## config.mk

```make
export PLATFORM = sky130hd
export DESIGN_NAME = pwm_gen
export DESIGN_NICKNAME = d
export VERILOG_FILES = /design/src/rtl/pwm_gen_pkg.sv /design/src/rtl/pwm_gen_wrap_detect.sv /design/src/rtl/pwm_gen.sv
export SDC_FILE = /design/constraint.sdc
export NUM_CORES = 1
export LEC_CHECK = 0
export BUFFER_PORTS_ARGS = -buffer_cell sky130_fd_sc_hd__buf_2
export CAP_MARGIN = 20
export CORE_ASPECT_RATIO = 0.6
export CORE_UTILIZATION = 50
export CTS_CLUSTER_SIZE = 20
export DETAILED_ROUTE_END_ITERATION = 12
export PLACE_DENSITY_LB_ADDON = 0.2
export SYNTH_ARGS = -nofsm -noshare
export SYNTH_HDL_FRONTEND = slang
export SYNTH_SLANG_ARGS = --single-unit
```

## constraint.sdc

```tcl
create_clock -name clk_i -period 3.95 [get_ports clk_i]
set_input_delay 0.395 -clock clk_i [delete_from_list [all_inputs] [get_ports clk_i]]
set_output_delay 0.395 -clock clk_i [all_outputs]
set_load 0.05 [all_outputs]
```

## src/rtl/pwm_gen_pkg.sv

```systemverilog
// rtl/pwm_gen_pkg.sv - shared state encoding and duty helpers for pwm_gen
package pwm_gen_pkg;

    typedef enum logic [1:0] {
        ST_IDLE = 2'd0,
        ST_RUN  = 2'd1,
        ST_RAMP = 2'd2
    } state_e;

    // Full-scale duty for a counter of width bw: output held high the whole period.
    function automatic int unsigned duty_max(input int unsigned bw);
        return 32'd1 << bw;
    endfunction

endpackage

```

## src/rtl/pwm_gen_wrap_detect.sv

```systemverilog
// rtl/pwm_gen_wrap_detect.sv - detects a wrap of a free-running counter value
module wrap_detect #(
    parameter int BW = 3
) (
    input  logic          clk_i,
    input  logic          rst_i,
    input  logic [BW-1:0] cnt_val_i,
    output logic          boundary_o
);

    logic [BW-1:0] prev_q;

    // Previous count starts at all ones so the first zero seen after reset is a wrap.
    always_ff @(posedge clk_i) begin
        if (rst_i) begin
            prev_q <= '1;
        end else begin
            prev_q <= cnt_val_i;
        end
    end

    assign boundary_o = (cnt_val_i < prev_q);

endmodule

```

## src/rtl/pwm_gen.sv

```systemverilog
// rtl/pwm_gen.sv - double-buffered PWM generator with optional per-period duty ramp
module pwm_gen
    import pwm_gen_pkg::*;
#(
    parameter int BW = 3
) (
    input  logic          clk_i,
    input  logic          rst_i,
    input  logic [BW-1:0] cnt_val_i,
    input  logic          en_i,
    input  logic [BW:0]   duty_i,
    input  logic          duty_wr_i,
    input  logic          ramp_i,
    output logic          pwm_o,
    output logic          period_o,
    output logic          busy_o
);

    localparam logic [BW:0] DMAX = (BW+1)'(duty_max(BW));

    logic        boundary;
    state_e      state_q, state_d;
    logic [BW:0] active_q, active_d;
    logic [BW:0] pend_q, pend_d;
    logic        pvalid_q, pvalid_d;
    logic        ramp_q, ramp_d;
    logic        pwm_q, pwm_d;
    logic        period_q, period_d;
    logic        busy_q, busy_d;
    logic [BW:0] duty_sat;
    logic [BW:0] step_val;

    wrap_detect #(.BW(BW)) u_wrap (
        .clk_i      (clk_i),
        .rst_i      (rst_i),
        .cnt_val_i  (cnt_val_i),
        .boundary_o (boundary)
    );

    // Next-state: apply or step the pending duty at a wrap, then capture any new write.
    always_comb begin
        state_d  = state_q;
        active_d = active_q;
        pend_d   = pend_q;
        pvalid_d = pvalid_q;
        ramp_d   = ramp_q;

        duty_sat = (duty_i > DMAX) ? DMAX : duty_i;

        if (active_q < pend_q) begin
            step_val = active_q + (BW+1)'(1);
        end else if (active_q > pend_q) begin
            step_val = active_q - (BW+1)'(1);
        end else begin
            step_val = active_q;
        end

        if (!en_i) begin
            state_d = ST_IDLE;
        end else if (boundary) begin
            state_d = ST_RUN;
            if (pvalid_q) begin
                // An interrupted ramp resumes through the latched flag after re-enable.
                if (ramp_q || (state_q == ST_RAMP)) begin
                    active_d = step_val;
                    if (step_val == pend_q) begin
                        pvalid_d = 1'b0;
                    end else begin
                        state_d = ST_RAMP;
                    end
                end else begin
                    active_d = pend_q;
                    pvalid_d = 1'b0;
                end
            end
        end

        // A write on the wrap cycle lands after the apply, so it waits for the next wrap.
        if (duty_wr_i) begin
            pend_d   = duty_sat;
            pvalid_d = 1'b1;
            ramp_d   = ramp_i;
        end

        pwm_d    = (state_d != ST_IDLE) && ({1'b0, cnt_val_i} < active_d);
        period_d = boundary && (state_d != ST_IDLE);
        busy_d   = pvalid_d || (state_d == ST_RAMP);
    end

    // State and registered outputs.
    always_ff @(posedge clk_i) begin
        if (rst_i) begin
            state_q  <= ST_IDLE;
            active_q <= '0;
            pend_q   <= '0;
            pvalid_q <= 1'b0;
            ramp_q   <= 1'b0;
            pwm_q    <= 1'b0;
            period_q <= 1'b0;
            busy_q   <= 1'b0;
        end else begin
            state_q  <= state_d;
            active_q <= active_d;
            pend_q   <= pend_d;
            pvalid_q <= pvalid_d;
            ramp_q   <= ramp_d;
            pwm_q    <= pwm_d;
            period_q <= period_d;
            busy_q   <= busy_d;
        end
    end

    assign pwm_o    = pwm_q;
    assign period_o = period_q;
    assign busy_o   = busy_q;

endmodule
```

# Word-level counts from Yosys, hierarchy flattened
# Index checks and enable logic that the tools add are counted.
[op_classes]
n_addsub = 2
multipliers = 0
div = 0
magnitude_cmp = 5
n_eq_ne = 3
shift = 0
n_mux = 18
bitwise_logic = 0
reduce_logical = 5
[ops]
columns = ["cell", "count"]
rows = [
  ["2-to-1 mux 4 bit", 7],
  ["2-to-1 mux 2 bit", 5],
  ["2-to-1 mux 1 bit", 6],
  ["adder 4 x 1 -> 4 bit (second input constant)", 1],
  ["== test 2 bit (second input constant)", 2],
  ["== test 4 bit", 1],
  ["greater-than comparator 4 bit", 1],
  ["greater-than comparator 4 bit (second input constant)", 1],
  ["less-than comparator 3 x 4 -> 1 bit", 1],
  ["less-than comparator 4 bit", 1],
  ["subtractor 4 x 1 -> 4 bit (second input constant)", 1],
  ["less-than comparator 3 bit", 1],
  ["logical AND 1 bit", 2],
  ["logical OR 1 bit", 2],
  ["nonzero test 2 bit", 1],
]
[totals]
ff_bits = 18
latchBits = 0
ramBits = 0
mem_bits_ro = 0
input_bits = 12
word_cells = 42
memories = 0

# Logic depth before layout (Yosys ltp)
# Gate-level depths: netlist of the first run.
[depth]
word_depth = 11
ltp_mapped = 12
depth_no_buf = 12

# Hierarchy
# From an unflattened synthesis of the first run, not the netlist that was laid out.
[unflattened]
hier_cells = 143
hier_area_um2 = 1227.4
[modules_own_cells]
columns = ["module", "n_inst", "cells_each", "area_each_um2", "seq_area_each_um2"]
rows = [
  ["pwm_gen", 1, 130, 1096.1, 300.3],
  ["wrap_detect", 1, 13, 131.4, 60.1],
]

# Worst setup path after synthesis of the first run
# No wires, ideal clock.
[synth_path]
kind = "reg-to-reg"
startpoint = "register pend_q[1]"
endpoint = "register pwm_q, in the netlist pwm_o"
setup_ns = 0.058
t_arrival_ns = 2.606
t_required_ns = 3.892
slack_ns = 1.286
stages_incl_launch_ff = 13
n_path_buf = 0
period_less_slack_ns = 2.664
cell_sequence = "dfxtp_1 -> inv_1 -> ha_1 -> nor2b_2 -> o211ai_2 -> nand2_1 -> mux2i_1 -> a2bb2oi_1 -> o22ai_1 -> ha_1 -> or4_1 -> o32ai_1 -> o21a_1"
[synth_between]
elab_chain_cells = 11
[synth_rtl]
columns = ["item", "line", "source"]
rows = [
  ["start: declaration", "pwm_gen.sv:24", "logic [BW:0] pend_q, pend_d;"],
  ["start signal: assignment", "pwm_gen.sv:104", "pend_q <= pend_d;"],
  ["greater-than comparator 4 bit", "pwm_gen.sv:52", "end else if (active_q > pend_q) begin"],
  ["2-to-1 mux 4 bit", "pwm_gen.sv:52", ""],
  ["2-to-1 mux 4 bit", "pwm_gen.sv:50", "if (active_q < pend_q) begin"],
  ["== test 4 bit", "pwm_gen.sv:66", "if (step_val == pend_q) begin"],
  ["2-to-1 mux 2 bit", "pwm_gen.sv:66", ""],
  ["2-to-1 mux 2 bit", "pwm_gen.sv:64", "if (ramp_q || (state_q == ST_RAMP)) begin"],
  ["2-to-1 mux 2 bit", "pwm_gen.sv:62", "if (pvalid_q) begin"],
  ["2-to-1 mux 2 bit", "pwm_gen.sv:60", "end else if (boundary) begin"],
  ["2-to-1 mux 2 bit", "pwm_gen.sv:58", "if (!en_i) begin"],
  ["nonzero test 2 bit", "pwm_gen.sv:85", "pwm_d = (state_d != ST_IDLE) && ({1'b0, cnt_val_i} < active_d);"],
  ["logical AND 1 bit *", "pwm_gen.sv:85", ""],
  ["end signal: assignment", "pwm_gen.sv:107", "pwm_q <= pwm_d;"],
  ["end: declaration", "pwm_gen.sv:27", "logic pwm_q, pwm_d;"],
]
# Every way passes the cells marked *; elsewhere a longest branch is shown, timed or not.
# A chain may end at the register's enable or synchronous reset.

# Worst setup path after layout of the first run
[layout_path]
startpoint = "register active_q[1]"
endpoint = "register pwm_q, in the netlist pwm_o"
[layout_between]
elab_chain_cells = 11
[layout_rtl]
columns = ["item", "line", "source"]
rows = [
  ["start: declaration", "pwm_gen.sv:23", "logic [BW:0] active_q, active_d;"],
  ["start signal: assignment", "pwm_gen.sv:103", "active_q <= active_d;"],
  ["subtractor 4 x 1 -> 4 bit / greater-than comparator 4 bit (equally long branches)", "pwm_gen.sv:53, pwm_gen.sv:52", ""],
  ["2-to-1 mux 4 bit", "pwm_gen.sv:52", ""],
  ["2-to-1 mux 4 bit", "pwm_gen.sv:50", ""],
  ["== test 4 bit", "pwm_gen.sv:66", ""],
  ["2-to-1 mux 2 bit", "pwm_gen.sv:66", ""],
  ["2-to-1 mux 2 bit", "pwm_gen.sv:64", ""],
  ["2-to-1 mux 2 bit", "pwm_gen.sv:62", ""],
  ["2-to-1 mux 2 bit", "pwm_gen.sv:60", ""],
  ["2-to-1 mux 2 bit", "pwm_gen.sv:58", ""],
  ["nonzero test 2 bit", "pwm_gen.sv:85", ""],
  ["logical AND 1 bit *", "pwm_gen.sv:85", ""],
]
# Marked as above.

==> results of run 1 <==
[final cells by class]
type	count	area share
inverters	11	0.0313
clock buffers	4	0.0417
well taps	30	0.0285
repair buffers	14	0.0531
multi-input cells	105	0.572
flip-flops and latches	18	0.273
[cell families after synthesis]
logic type,synth area share
compound gates,0.247
buf+inv,0.0419
simple gates,0.206
xor+xnor,0.0527
flops,0.310
mux,0.0344
fa+ha+maj,0.108
[synthesized netlist by cell type (2+ instances only)]
library cell / instances
dfxtp_1: 18
nor2_1: 16
a21oi_1: 11
inv_1: 11
ha_1: 10
nand2_1: 9
xnor2_1: 6
mux2i_1: 4
o21ai_0: 4
a21o_1: 3
o21a_1: 3
or2_2: 3
clkbuf_1: 2
nand3_1: 2
nor3_1: 2
o21bai_1: 2
o31a_1: 2
[metrics by stage]
| step | hold slack [ns] | power [uW] |
|---|---|---|
| finish | 0.360 | 493 |
| global route | 0.357 | 522 |
| CTS | 0.357 | 497 |
| detailed placement | 0.515 | 345 |
| global placement | 0.512 | 340 |
| floorplan | 0.463 | 314 |
[state kept, by name, summed over array words and instances (netlist names)]
name	cells
active_q	4
busy_o	1
pend_q	4
period_o	1
pvalid_q	1
pwm_o	1
ramp_q	1
state_q	2
u_wrap.prev_q	3
[worst max path at each step]
stage / slack (ns) / to / startpoint
after detailed placement: 0.99 / pwm_o / active_q[0]
after global placement: 1.10 / pwm_o / active_q[0]
after CTS: 0.96 / pwm_o / active_q[0]
final: 0.96 / pwm_o / active_q[1]
after floorplan: 1.29 / pwm_o / pend_q[1]
after global routing: 0.70 / pwm_o / active_q[0]
[worst reg2reg max path, stage by stage, from the launching register on]
cell	delay, ns
dfxtp_1	0.46
ha_1	0.29
nor2b_2	0.18
o211ai_2	0.23
nand2_1	0.14
mux2i_1	0.30
a2bb2oi_1	0.21
o22ai_1	0.11
ha_1	0.23
or4_1	0.48
o32ai_1	0.15
o21a_1	0.15
[power by group]
group          internal (uW)  total [uW]  leakage (uW)  switching [uW]
Sequential               192         200      0.000148            8.77
Clock                   88.7         151     0.0000288            62.2
Combinational           62.5         142      0.000396            79.3
Total                    343         493      0.000572             150
[per-layer routing]
metal | wire (um) | vias up | GRT usage
li1 | - | 517 | -
met1 | 1270 | 457 | 0.286
met2 | 1030 | 28 | 0.345
met3 | 135 | 2 | 0.0698
met4 | 8 | 0 | 0.0333
met5 | 0 | - | 0
==> results.yml, run 1 <==
timing:
  clock_skew_ns: 0.00244
  timing_hold_violations_final: 0
  fmax_mhz: 334
  finalCritPeriodShare: 0.758
  fin_setup_tns_ns: 0
  relSlewSlack: 0.550
  setup_viol: 0
  post-route-min-period_ns: 2.99
  slew_viol_final: 0
  max_slew.worst_pin.slew_ns: 0.674
  rsz0062_at_grt: "no"
  fin_ws_ns: 0.956
yosys:
  synthTopCellsByArea: "dfxtp_1 (31%), ha_1 (11%), nor2_1 (5.2%)"
  synth_top_area_cell: "dfxtp_1"
  synth_seq_area_share: 0.310
  synth_area_um2: 1160
  synth_top_area_share: 0.310
  synthDistinctLibCells: 45
  synth_nets: 158
  ys_ff_latch: 18
  ys.warnings.count: 0
  syn_inst: 136
  synthArstFlopShare: 0
  synth_edf_count: 0
  synth-main-ff-cell: "dfxtp_1"
  syn_avg_cell_area_um2: 8.56
clock_network:
  postCtsSetupBuffers: 0
  cts_htree_levels: 1
  cts_max_path_buffers: 2
  numCtsBuffers: 3
  hold_buffers: 0
  clkSinkCount: 18
  clk_pin_slew_ns: 0.07
  cts-root-buf: "clkbuf_8"
  cts_tree: "done"
  ctsResizeCount: 0
  clk-insertion-delay-late_ns: 0.26
place:
  port_buffers: 14
  dp_hpwl_mm: 1.98
  place_congestion: 0.938
  post-place-ws_ns: 0.986
  placed_cells: 178
  dpl-instance-area_um2: 1260
finish:
  layout.nets: 175
  layout_common_cells: "dfxtp_1 (18), nor2_1 (16), buf_2 (14)"
  regArea_um2: 360
  area_growth_pct: 13.3
  final_design_area_no_fill_um2: 1320
  fillers: 210
  final_common_cell: "dfxtp_1"
  finish.utilization: 0.605
  diodes: 0
  multi_input_area_um2: 754
  layout.cells.non_filler: 182
  drive_above_1_share: 0.197
floorplanning:
  rows: 13
  core-area_um2: 2180
  die_height_um: 39.4
  fp.dieW_um: 64.3
  ioPinCount: 15
  start_util: 0.534
  dieArea_um2: 2530
power_and_ir_drop:
  p_per_area_nw_per_um2: 374
  ir_worst_vdd_uv: 173
  power.leakage_uw: 0.000572
critical_path:
  arrival_ns: 3.20
  critical_path.top_delay_family: "compound AO/OA/AOI/OAI gates"
  worstSetupPathDepth: 11
  crit_slowest_cell: "or4_1"
  crit_chain: "ha_1, nor2b_2, o211ai_2, nand2_1, mux2i_1, a2bb2oi_1, o22ai_1, ha_1, or4_1, o32ai_1, o21a_1"
  cp-start-kind: "register"
  r2r_setup_slack_ns: 0.96
  worst-path-buf-inv: 0
  cp-end-kind: "register"
  r2r_cells: 11
  cp_max_fo: 7
  crit_type: "register to register"
  r2r_end: "pwm_o"
  rr_startpoint: "active_q[1]"
  required_ns: 4.15
  crit_top_cell: "ha_1"
  max_stage_delay_ns: 0.48
global_routing:
  grt_pass1_wl_mm: 3.93
  grt_pass1_vias: 866
  grt_usage: 0.215
  grt_overflow: 0
  grt_max_degree: 17
  antenna_found_initial: 0
detailed_routing:
  vias: 1004
  wl_per_cell_um: 13.4
  via_per_inst: 5.52
  wl_mm: 2.45
  drc: 0
  ant_nets: 0
  drt_iter0_markers: 41
  firstDrtPassIters: 4
min_path:
  hold_end: "u_wrap.prev_q[0]"
  min_from: "cnt_val_i[0]"
  hold_path_class: "primary input to register"
  holdPathStages: 2
flow_run:
  max_cap_viol_count: 0
outcome:
  status: "complete, no violations"
(Power assumes the default switching activity.)
==> inputs of run 2 (changes only) <==
- clock period: 3.95 -> 3.1 ns (I/O delays scaled with it)
==> results.yml, run 2 (same netlist as run 1, synthesis figures left out) <==
finish:
  area_growth_pct: 15.5
  final_common_cell: "nor2_1"
  diodes: 0
  top_regs: "active_q x4, pend_q x4, u_wrap.prev_q x3"
  drive_above_1_share: 0.240
  finish.utilization: 0.617
  layout.nets: 177
  layout_common_cells: "nor2_1 (16), dfxtp_1 (15), buf_2 (14)"
detailed_routing:
  firstDrtPassIters: 8
  via_per_inst: 5.67
  drt_iter0_markers: 67
  wl_per_cell_um: 14.5
  ant_nets: 0
  vias: 1043
  drc: 2
  wl_mm: 2.67
clock_network:
  cts_max_path_buffers: 2
  clkSinkCount: 18
  cts-root-buf: "clkbuf_8"
  ctsResizeCount: 0
  clk-insertion-delay-late_ns: 0.26
  hold_buffers: 0
  clk_pin_slew_ns: 0.07
  numCtsBuffers: 3
  cts_htree_levels: 1
  postCtsSetupBuffers: 0
  cts_tree: "done"
floorplanning:
  fp.dieW_um: 64.3
  start_util: 0.534
  ioPinCount: 15
  core-area_um2: 2180
  rows: 13
  dieArea_um2: 2530
  die_height_um: 39.4
place:
  port_buffers: 14
  place_congestion: 0.948
  dp_hpwl_mm: 2.05
  post-place-ws_ns: 0.132
critical_path:
  crit_type: "register to register"
  arrival_ns: 3.16
  r2r_cells: 12
  cp-start-kind: "register"
  crit_chain: "inv_1, ha_1, nor2b_2, o211ai_2, nand2_2, mux2i_2, a2bb2oi_1, o22ai_1, ha_1, or4_1, o32ai_1, o21a_1"
  cp-end-kind: "register"
  crit_slowest_cell: "or4_1"
  r2r_end: "pwm_o"
  required_ns: 3.30
  rr_startpoint: "pend_q[1]"
  r2r_setup_slack_ns: 0.14
  crit_top_cell: "ha_1"
  cp_max_fo: 3
  max_stage_delay_ns: 0.47
timing:
  timing_hold_violations_final: 0
  relSlewSlack: 0.675
  post-route-min-period_ns: 2.96
  whs_ns: 0.275
  fin_setup_tns_ns: 0
  slew_viol_final: 0
  rsz0062_at_grt: "no"
  fin_ws_ns: 0.140
  clock_skew_ns: 0.00807
  setup_viol: 0
  max_slew.worst_pin.slew_ns: 0.488
  fmax_mhz: 338
  finalCritPeriodShare: 0.955
outcome:
  failed_checks: "design-rule violations"
  status: "finished with violations"
global_routing:
  grt_pass1_wl_mm: 4.12
  grt_usage: 0.226
  grt_max_degree: 17
  antenna_found_initial: 0
  grt_pass1_vias: 919
  grt_overflow: 0
power_and_ir_drop:
  p_per_area_nw_per_um2: 478
  power.leakage_uw: 0.000579
  ir_worst_vdd_uv: 222
flow_run:
  max_cap_viol_count: 0
min_path:
  min_from: "cnt_val_i[0]"
  hold_path_class: "primary input to register"
  holdPathStages: 2
  hold_end: "u_wrap.prev_q[0]"
==> run 2: cell count changes in the layout (fill, tap and decap cells not counted), sizes merged <==
cell  before  now
buf       14   16
==> run 2: worst max path at each step <==
stage / start / end / slack, ns / cells past startpoint
5_1_grt: pend_q[1] / pwm_o / 0.008 / 12
3_5_place_dp: active_q[0] / pwm_o / 0.13 / 12
4_1_cts: active_q[0] / pwm_o / 0.11 / 12
3_3_place_gp: active_q[1] / pwm_o / 0.30 / 11
2_1_floorplan: pend_q[1] / pwm_o / 0.44 / 12
6_report: pend_q[1] / pwm_o / 0.14 / 12
==> run 2: power breakdown <==
group | leakage (uW) | internal, uW | switching [uW]
Clock | 0.0000288 | 113 | 83.2
Combinational | 0.000401 | 84.0 | 107
Sequential | 0.000149 | 244 | 10.8
Total | 0.000579 | 441 | 201
==> run 2: final cells by class <==
type / instances / area [um2]
clock buffer: 4 / 55.1
fill: 200 / 836
inverter: 11 / 41.3
multi-input combinational: 105 / 761
sequential: 18 / 364
tap: 30 / 37.5
timing repair buffer: 16 / 85.1
==> run 2: metal layers <==
| metal | global-route usage | routed length [um] | vias to the layer above |
|---|---|---|---|
| li1 | - | - | 520 |
| met1 | 0.298 | 1300 | 488 |
| met2 | 0.366 | 1160 | 33 |
| met3 | 0.0640 | 191 | 2 |
| met4 | 0.0611 | 8 | 0 |
| met5 | 0 | 0 | - |
==> run 2: critical path: cells and delay by family, from the launching register on <==
kind / cells / cell delay, ns
compound gates: 5 / 0.91
simple gates: 3 / 0.79
fa+ha+maj: 2 / 0.52
flops: 1 / 0.34
mux: 1 / 0.28
buf+inv: 1 / 0.07
==> run 2: metrics by stage <==
| stage | cells | total power (uW) | instance area, um2 |
|---|---|---|---|
| after floorplan | 136 | 400 | 1160 |
| after global placement | 180 | 437 | 1280 |
| after detailed placement | 180 | 443 | 1280 |
| after CTS | 184 | 638 | 1330 |
| after global routing | 184 | 671 | 1340 |
| final | 184 | 642 | 1340 |
